===== src/rtl/t08_decode_queue.sv =====
// RV32I decode stage: combinational decode of instr into a DEPTH-entry op FIFO; a push reaches the head one cycle later.
// instr_ready drops while full; the head holds until out_ready. Optional M-extension decode is enabled by T08_MEXT_EN.
module t08_decode_queue #(
    parameter int DEPTH     = 2,
    parameter int ILL_CNT_W = 8
) (
    input  logic                 clk,
    input  logic                 reset,
    input  logic [31:0]          instr,
    input  logic                 instr_valid,
    output logic                 instr_ready,
    input  logic                 flush,
    output logic                 out_valid,
    input  logic                 out_ready,
    output logic                 read,
    output logic                 write,
    output logic [2:0]           funct3,
    output logic [1:0]           data_in_control,
    output logic [4:0]           reg1,
    output logic [4:0]           reg2,
    output logic [4:0]           regd,
    output logic                 en_read_1,
    output logic                 en_read_2,
    output logic                 en_write,
    output logic [31:0]          immediate,
    output logic [5:0]           alu_control,
    output logic                 jump,
    output logic                 illegal,
    output logic [ILL_CNT_W-1:0] illegal_count
);
    localparam int AW = (DEPTH > 1) ? $clog2(DEPTH) : 1;
    localparam logic [AW:0] DEPTH_C = (AW+1)'(DEPTH);

    typedef struct packed {
        logic        illegal;
        logic        jump;
        logic [5:0]  alu;
        logic [31:0] imm;
        logic        en_w;
        logic        en_r2;
        logic        en_r1;
        logic [4:0]  regd;
        logic [4:0]  reg2;
        logic [4:0]  reg1;
        logic [1:0]  dic;
        logic [2:0]  funct3;
        logic        write;
        logic        read;
    } op_t;

    op_t                 dec;
    op_t                 head;
    op_t                 mem_q [DEPTH];
    logic [AW-1:0]       wr_ptr_q, wr_ptr_d, rd_ptr_q, rd_ptr_d;
    logic [AW:0]         count_q, count_d;
    logic [ILL_CNT_W-1:0] ill_cnt_q, ill_cnt_d;
    logic                push, pop, ok;

    logic [6:0] opcode, f7;
    logic [2:0] f3;
    logic [31:0] imm_i, imm_s, imm_b, imm_u, imm_j;

    assign opcode = instr[6:0];
    assign f3     = instr[14:12];
    assign f7     = instr[31:25];
    assign imm_i  = {{20{instr[31]}}, instr[31:20]};
    assign imm_s  = {{20{instr[31]}}, instr[31:25], instr[11:7]};
    assign imm_b  = {{19{instr[31]}}, instr[31], instr[7], instr[30:25], instr[11:8], 1'b0};
    assign imm_u  = {instr[31:12], 12'b0};
    assign imm_j  = {{11{instr[31]}}, instr[31], instr[19:12], instr[20], instr[30:21], 1'b0};

    always_comb begin
        dec      = '0;
        ok       = 1'b1;
        dec.reg1 = instr[19:15];
        dec.reg2 = instr[24:20];
        dec.regd = instr[11:7];
        case (opcode)
            7'b0110011: begin
                dec.en_r1 = 1'b1;
                dec.en_r2 = 1'b1;
                dec.en_w  = 1'b1;
                if (f7 == 7'h00) begin
                    case (f3)
                        3'd0: dec.alu = 6'd1;
                        3'd1: dec.alu = 6'd3;
                        3'd2: dec.alu = 6'd4;
                        3'd3: dec.alu = 6'd5;
                        3'd4: dec.alu = 6'd6;
                        3'd5: dec.alu = 6'd7;
                        3'd6: dec.alu = 6'd9;
                        default: dec.alu = 6'd10;
                    endcase
                end else if (f7 == 7'h20 && f3 == 3'd0) begin
                    dec.alu = 6'd2;
                end else if (f7 == 7'h20 && f3 == 3'd5) begin
                    dec.alu = 6'd8;
`ifdef T08_MEXT_EN
                end else if (f7 == 7'h01) begin
                    dec.alu = 6'd38 + {3'b0, f3};
`endif
                end else begin
                    ok = 1'b0;
                end
            end
            7'b0010011: begin
                dec.en_r1 = 1'b1;
                dec.en_w  = 1'b1;
                dec.imm   = imm_i;
                case (f3)
                    3'd0: dec.alu = 6'd11;
                    3'd1: begin dec.alu = 6'd17; ok = (f7 == 7'h00); end
                    3'd2: dec.alu = 6'd12;
                    3'd3: dec.alu = 6'd13;
                    3'd4: dec.alu = 6'd14;
                    3'd5: begin
                        dec.alu = (f7 == 7'h20) ? 6'd19 : 6'd18;
                        ok      = (f7 == 7'h00) || (f7 == 7'h20);
                    end
                    3'd6: dec.alu = 6'd15;
                    default: dec.alu = 6'd16;
                endcase
            end
            7'b0000011: begin
                dec.en_r1  = 1'b1;
                dec.en_w   = 1'b1;
                dec.read   = 1'b1;
                dec.dic    = 2'd1;
                dec.imm    = imm_i;
                dec.funct3 = f3;
                case (f3)
                    3'd0: dec.alu = 6'd20;
                    3'd1: dec.alu = 6'd21;
                    3'd2: dec.alu = 6'd22;
                    3'd4: dec.alu = 6'd23;
                    3'd5: dec.alu = 6'd24;
                    default: ok = 1'b0;
                endcase
            end
            7'b0100011: begin
                dec.en_r1  = 1'b1;
                dec.en_r2  = 1'b1;
                dec.write  = 1'b1;
                dec.imm    = imm_s;
                dec.funct3 = f3;
                dec.alu    = 6'd25 + {3'b0, f3};
                ok         = (f3 <= 3'd2);
            end
            7'b1100011: begin
                dec.en_r1 = 1'b1;
                dec.en_r2 = 1'b1;
                dec.imm   = imm_b;
                case (f3)
                    3'd0: dec.alu = 6'd28;
                    3'd1: dec.alu = 6'd29;
                    3'd4: dec.alu = 6'd30;
                    3'd5: dec.alu = 6'd31;
                    3'd6: dec.alu = 6'd32;
                    3'd7: dec.alu = 6'd33;
                    default: ok = 1'b0;
                endcase
            end
            7'b0110111: begin dec.alu = 6'd34; dec.en_w = 1'b1; dec.imm = imm_u; dec.dic = 2'd2; end
            7'b0010111: begin dec.alu = 6'd35; dec.en_w = 1'b1; dec.imm = imm_u; end
            7'b1101111: begin
                dec.alu = 6'd36; dec.en_w = 1'b1; dec.imm = imm_j; dec.dic = 2'd3; dec.jump = 1'b1;
            end
            7'b1100111: begin
                dec.alu = 6'd37; dec.en_r1 = 1'b1; dec.en_w = 1'b1; dec.imm = imm_i;
                dec.dic = 2'd3; dec.jump = 1'b1;
            end
            default: ok = 1'b0;
        endcase
        // Illegal ops still travel down the pipe, but must not touch any architectural state.
        if (!ok) begin
            dec.illegal = 1'b1;
            dec.alu     = '0;
            dec.en_r1   = 1'b0;
            dec.en_r2   = 1'b0;
            dec.en_w    = 1'b0;
            dec.read    = 1'b0;
            dec.write   = 1'b0;
            dec.jump    = 1'b0;
            dec.dic     = '0;
        end
        if (dec.regd == 5'd0) dec.en_w = 1'b0;
    end

    assign instr_ready = (count_q < DEPTH_C);
    assign out_valid   = (count_q != '0);
    assign push        = instr_valid && instr_ready && !flush;
    assign pop         = out_valid && out_ready && !flush;

    always_comb begin
        wr_ptr_d  = wr_ptr_q;
        rd_ptr_d  = rd_ptr_q;
        count_d   = count_q;
        ill_cnt_d = ill_cnt_q;
        if (flush) begin
            wr_ptr_d = '0;
            rd_ptr_d = '0;
            count_d  = '0;
        end else begin
            if (push) wr_ptr_d = wr_ptr_q + 1'b1;
            if (pop)  rd_ptr_d = rd_ptr_q + 1'b1;
            if (push && !pop)      count_d = count_q + 1'b1;
            else if (pop && !push) count_d = count_q - 1'b1;
            if (push && dec.illegal && ill_cnt_q != '1) ill_cnt_d = ill_cnt_q + 1'b1;
        end
    end

    always_ff @(posedge clk) begin
        if (reset) begin
            wr_ptr_q  <= '0;
            rd_ptr_q  <= '0;
            count_q   <= '0;
            ill_cnt_q <= '0;
        end else begin
            wr_ptr_q  <= wr_ptr_d;
            rd_ptr_q  <= rd_ptr_d;
            count_q   <= count_d;
            ill_cnt_q <= ill_cnt_d;
        end
    end

    always_ff @(posedge clk) begin
        if (push) mem_q[wr_ptr_q] <= dec;
    end

    assign head            = out_valid ? mem_q[rd_ptr_q] : '0;
    assign read            = head.read;
    assign write           = head.write;
    assign funct3          = head.funct3;
    assign data_in_control = head.dic;
    assign reg1            = head.reg1;
    assign reg2            = head.reg2;
    assign regd            = head.regd;
    assign en_read_1       = head.en_r1;
    assign en_read_2       = head.en_r2;
    assign en_write        = head.en_w;
    assign immediate       = head.imm;
    assign alu_control     = head.alu;
    assign jump            = head.jump;
    assign illegal         = head.illegal;
    assign illegal_count   = ill_cnt_q;
endmodule


===== config.mk =====
export PLATFORM = sky130hd
export DESIGN_NAME = t08_decode_queue
export DESIGN_NICKNAME = d
export VERILOG_FILES = /design/src/rtl/t08_decode_queue.sv
export SDC_FILE = /design/constraint.sdc
export NUM_CORES = 1
export LEC_CHECK = 0
export CAP_MARGIN = 25
export CORE_ASPECT_RATIO = 1.1
export CORE_UTILIZATION = 32
export DETAILED_ROUTE_END_ITERATION = 16
export PLACE_DENSITY = 0.52
export SETUP_SLACK_MARGIN = 0.1
export SYNTH_ARGS = -nofsm -noshare
export SYNTH_HDL_FRONTEND = slang
export SYNTH_SLANG_ARGS = --single-unit

===== constraint.sdc =====
create_clock -name clk -period 6.3 [get_ports clk]
set_input_delay 1.26 -clock clk [delete_from_list [all_inputs] [get_ports clk]]
set_output_delay 1.26 -clock clk [all_outputs]
set_load 0.02 [all_outputs]

---- Word-level counts from Yosys, hierarchy flattened ----
Memory sizes are Yosys's and may differ from the RTL's. A register that Yosys moved wholly into a read port is not among the register bits.
Cells that the tools add are included.
storage, ports and cells
  memory bits (writable) .................. 130
  register bits after elaboration ......... 12
  memories kept ........................... 1
  output and inout port bits .............. 75
memories
  name   words  bits a word  rd ports  clocked after Yosys merged registers in  write ports  RTL line  text
  mem_q  2      65           1         1                                        1            53        op_t mem_q [DEPTH];
operators by class
  bitwise logic cells ..................... 1
  reductions and logical operators ........ 31
  multiplexer cells ....................... 37
  add/sub/neg operators ................... 6
  order comparisons ....................... 2
  equal/unequal tests ..................... 18
operator list
  kind                                                             number
  32-bit one-hot mux with 5 select lines                           1
  65-bit two-way mux                                               1
  6-bit one-hot mux with 9 select lines                            1
  6-bit one-hot mux with 6 select lines                            1
  5-bit one-hot mux with 7 select lines                            1
  7-bit by 6-bit == test with 1-bit output, second input constant  4
  4-bit one-hot mux with 7 select lines                            1
  5-bit one-hot mux with 5 select lines                            1
  7-bit == test, second input constant                             3
  1-bit two-way mux                                                17
  7-bit by 5-bit == test with 1-bit output, second input constant  2
  3-bit == test, second input constant                             4
  6-bit OR reduction                                               2
  1-bit logical AND                                                10
  8-bit by 1-bit adder with 8-bit output, second input constant    1
  2-bit two-way mux                                                4
  4-bit two-way mux                                                2
  8-bit two-way mux                                                1
  8-bit inequality test, second input constant                     1
  2-bit OR reduction                                               4
  7-bit by 2-bit == test with 1-bit output, second input constant  1
  7-bit zero test                                                  1
  7-bit OR reduction                                               1
  5-bit by 3-bit adder with 6-bit output, first input constant     1
  22 further kinds                                                 29

---- Depth between registers and ports, before layout ----
  word-level depth ........................ 10
  gate-level depth with buffers ........... 9
  depth with buffers taken out ............ 9

---- Least setup slack after synthesis ----
OpenSTA, ideal clock, no wires.
  path kind ............................... input to register
  from .................................... input port flush
  to ...................................... memory mem_q[0][0] (netlist name) (enable)
  setup slack ............................. 1.338 ns
  arrival time ............................ 4.466 ns
  buffers on the path ..................... 0
  stages on the path ...................... 2
  path through ............................ nor3b_2 nor2b_1
between the ends
  word-level cells in the longest chain between the ends .. 4
ends and longest elaborated chain
  item                                     RTL line  text
  start: declaration                       12        input logic flush,
  1-bit zero test                          191       assign push = instr_valid && instr_ready && !flush;
  1-bit logical AND                        191
  1-bit two-way mux                        227       if (push) mem_q[wr_ptr_q] <= dec;
  1-bit two-way mux (not written as such)  227
  end: declaration                         53
No other way between the ends.

==> results.json <==
{
  "min_period_ns": 4.15,
  "ys_warn_count": 0,
  "cp_slowest_cell": "dfxtp_4",
  "dr.max_layer_used": "met4",
  "min_path_cells": 2,
  "synth_edf_count": 130,
  "worst_setup_path_end_kind": "output port",
  "power_density_nw_per_um2": 273,
  "syn_area_per_cell_um2": 12.7,
  "seqCellArea_um2": 4170,
  "post_cts_resized": 0,
  "tns_ns": 0,
  "hold_viol": 0,
  "path_cells": "buf_4 -> mux2i_1 -> nor2_1 -> clkdlybuf4s50_1",
  "syn_inst": 525,
  "critPathRequiredTime_ns": 5.04,
  "multi_input_area_um2": 2350,
  "initial_utilization": 0.331,
  "synth_nets": 570,
  "r2r_end": "mem_q[1][23]",
  "rsz0062_at_grt": "no",
  "nets": 673,
  "cp_max_fo": 49,
  "antenna_cells": 0,
  "start_kind": "flip-flop",
  "synthesis.area_um2": 6660,
  "numCtsBuffers": 17,
  "final_max_slew_viol_count": 0,
  "cp.arrival_ns": 2.89,
  "drcViolationCount": 0,
  "fin_worst_skew_ns": 0.0121,
  "fin_area_um2": 8620,
  "cts_sinks": 143,
  "rrSetupSlack_ns": 3.82,
  "hpwl_um": 11300,
  "place.gp.congestion": 0.880,
  "worst-r2r-cell-count": 3,
  "reg2reg_from": "count_q[1]",
  "htreeDepth": 4,
  "holdBufCountCts": 0,
  "hold_class": "flip-flop to flip-flop",
  "leakage_nw": 2.83,
  "synth_cell_types": 63,
  "grt_first_pass_wirelength_um": 26200,
  "postCtsSetupRepairBufs": 0,
  "syn2layout_area_growth_pct": 29.5,
  "min_to": "illegal_count[1]",
  "async_flop_share": 0,
  "fillerInstances": 1885,
  "max_stage_delay_ns": 0.93,
  "status": "completed",
  "vias": 4573,
  "rows": 54,
  "drt-total-wl_um": 16800,
  "cts.clk_slew.worst_paths_ns": 0.06,
  "vdd_drop_max_mv": 0.164,
  "drt_iter0_drc": 311,
  "ys_dominant_reg_cell": "edfxtp_1",
  "relSlewSlack": 0.371,
  "drive_gt1_frac": 0.0796,
  "grt_util_all_layers": 0.162,
  "fp.dieH_um": 153,
  "die-area_um2": 21400,
  "viasPerCell": 5.12,
  "wire_per_inst_um": 18.8,
  "layout_commonest_cell": "edfxtp_1",
  "antenna_left": 0,
  "wl_met3_um": 732,
  "clock_path_buffers": 2,
  "io_pins": 112,
  "crit_type": "flip-flop to output port",
  "grt_max_degree": 66,
  "fmaxAchievable_ghz": 0.241,
  "setup_viol": 0,
  "wl_met1_um": 7560,
  "synth-seq-area-share": 0.626,
  "place_area_um2": 8000,
  "coreArea_um2": 20100,
  "cts_tree": "built",
  "root_buffer": "clkbuf_16",
  "holdWs_ns": 0.526,
  "period_share": 0.659,
  "final_cell_mix": "edfxtp_1, clkdlybuf4s50_1, nor2_1",
  "port_buffers": 111,
  "first_pass_iters": 5,
  "synth.ff_latch_count": 143,
  "min_from": "illegal_count[1]",
  "grt_pass1_vias": 4535,
  "max_slew.worst_pin.slew_ns": 0.944,
  "dieWidth_um": 140,
  "clock_latency_ns": 0.42,
  "grt-ovfl-total": 0,
  "wl_met2_um": 8280,
  "antenna_found_initial": 0,
  "max-cap-violations": 0
}
[logic make-up after synthesis]
family	Yosys count	synth area share
AOI/OAI and AO/OA	81	0.0840
xor gates and xnor gates	7	0.00921
adders and majority gates	8	0.0150
buffers and inverters	39	0.0242
DFF	143	0.626
muxes	70	0.106
and+or+nand+nor	177	0.136
[sequential cells by signal, summed over array words and instances, names as in the netlist, named ones only]
signal,count
rd_ptr_q,1
illegal_count,8
mem_q,130
wr_ptr_q,1
count_q,2
[how the worst max path moves through the flow]
| stage | slack, ns | to | from |
|---|---|---|---|
| 5_1_grt | 2.04 | alu_control[1] | flip-flop |
| 4_1_cts | 2.12 | alu_control[1] | flip-flop |
| 3_5_place_dp | 1.81 | mem_q[0][24] | instr[13] |
| 2_1_floorplan | 1.34 | mem_q[0][0] | flush |
| 3_3_place_gp | 1.94 | mem_q[0][58] | instr[12] |
| 6_report | 2.15 | alu_control[1] | flip-flop |
[synthesized netlist by cell type (all sizes together), types with 2 or more instances]
cell / count / area share
inv: 8 / 0.0045
a21oi: 16 / 0.012
nand4: 2 / 0.0019
nor2: 84 / 0.047
mux2: 4 / 0.0068
buf: 16 / 0.011
nor3: 12 / 0.0090
or2: 4 / 0.0038
clkbuf: 15 / 0.0085
o31ai: 5 / 0.0056
nor2b: 7 / 0.0066
and3b: 2 / 0.0026
and2: 12 / 0.011
edfxtp: 130 / 0.59
a31oi: 4 / 0.0038
nand2: 17 / 0.0096
a22o: 5 / 0.0066
or4: 5 / 0.0056
nor3b: 3 / 0.0041
or3: 6 / 0.0056
ha: 8 / 0.015
nor4: 7 / 0.0085
xnor2: 3 / 0.0039
dfxtp: 13 / 0.039
nand2b: 4 / 0.0038
a21o: 21 / 0.024
xor2: 4 / 0.0053
o21ai: 12 / 0.0090
nand3: 3 / 0.0023
mux2i: 66 / 0.099
and3: 2 / 0.0019
[layer usage]
layer | vias to the layer above | global-route usage
li1 | 2169 | -
met1 | 2261 | 0.209
met2 | 128 | 0.266
met3 | 15 | 0.0379
met4 | 0 | 0.0550
met5 | - | 0
[power breakdown]
| group | total, mW | switching, mW | leakage (nW) | internal (mW) |
|---|---|---|---|---|
| logic | 0.232 | 0.134 | 1.32 | 0.0983 |
| clock network | 1.05 | 0.384 | 0.296 | 0.664 |
| registers | 1.07 | 0.0115 | 1.21 | 1.06 |
| total | 2.35 | 0.529 | 2.83 | 1.82 |
[per-stage QoR]
step | power (mW) | instances | utilization | setup WS (ns)
after floorplan | 1.21 | 525 | - | 1.34
after global placement | 1.32 | 861 | 0.397 | 1.94
after detailed placement | 1.33 | 861 | 0.397 | 1.81
after CTS | 2.37 | 893 | 0.428 | 2.12
after global routing | 2.43 | 893 | 0.428 | 2.04
final | 2.35 | 893 | 0.428 | 2.15
[area by class of cell]
type	instances	area share
clock inverter	13	0.0218
multi-input combinational	343	0.272
tap	252	0.0366
timing repair buffer	115	0.132
inverter	8	0.00348
clock buffer	19	0.0502
sequential	143	0.483
[critical path, delay by kind of cell (launching register included)]
family,cells,cell delay (ns)
buffers and inverters,2,1.03
DFF,1,0.93
muxes,1,0.33
and+or+nand+nor,1,0.10
Power figures use the tool's default switching activity.
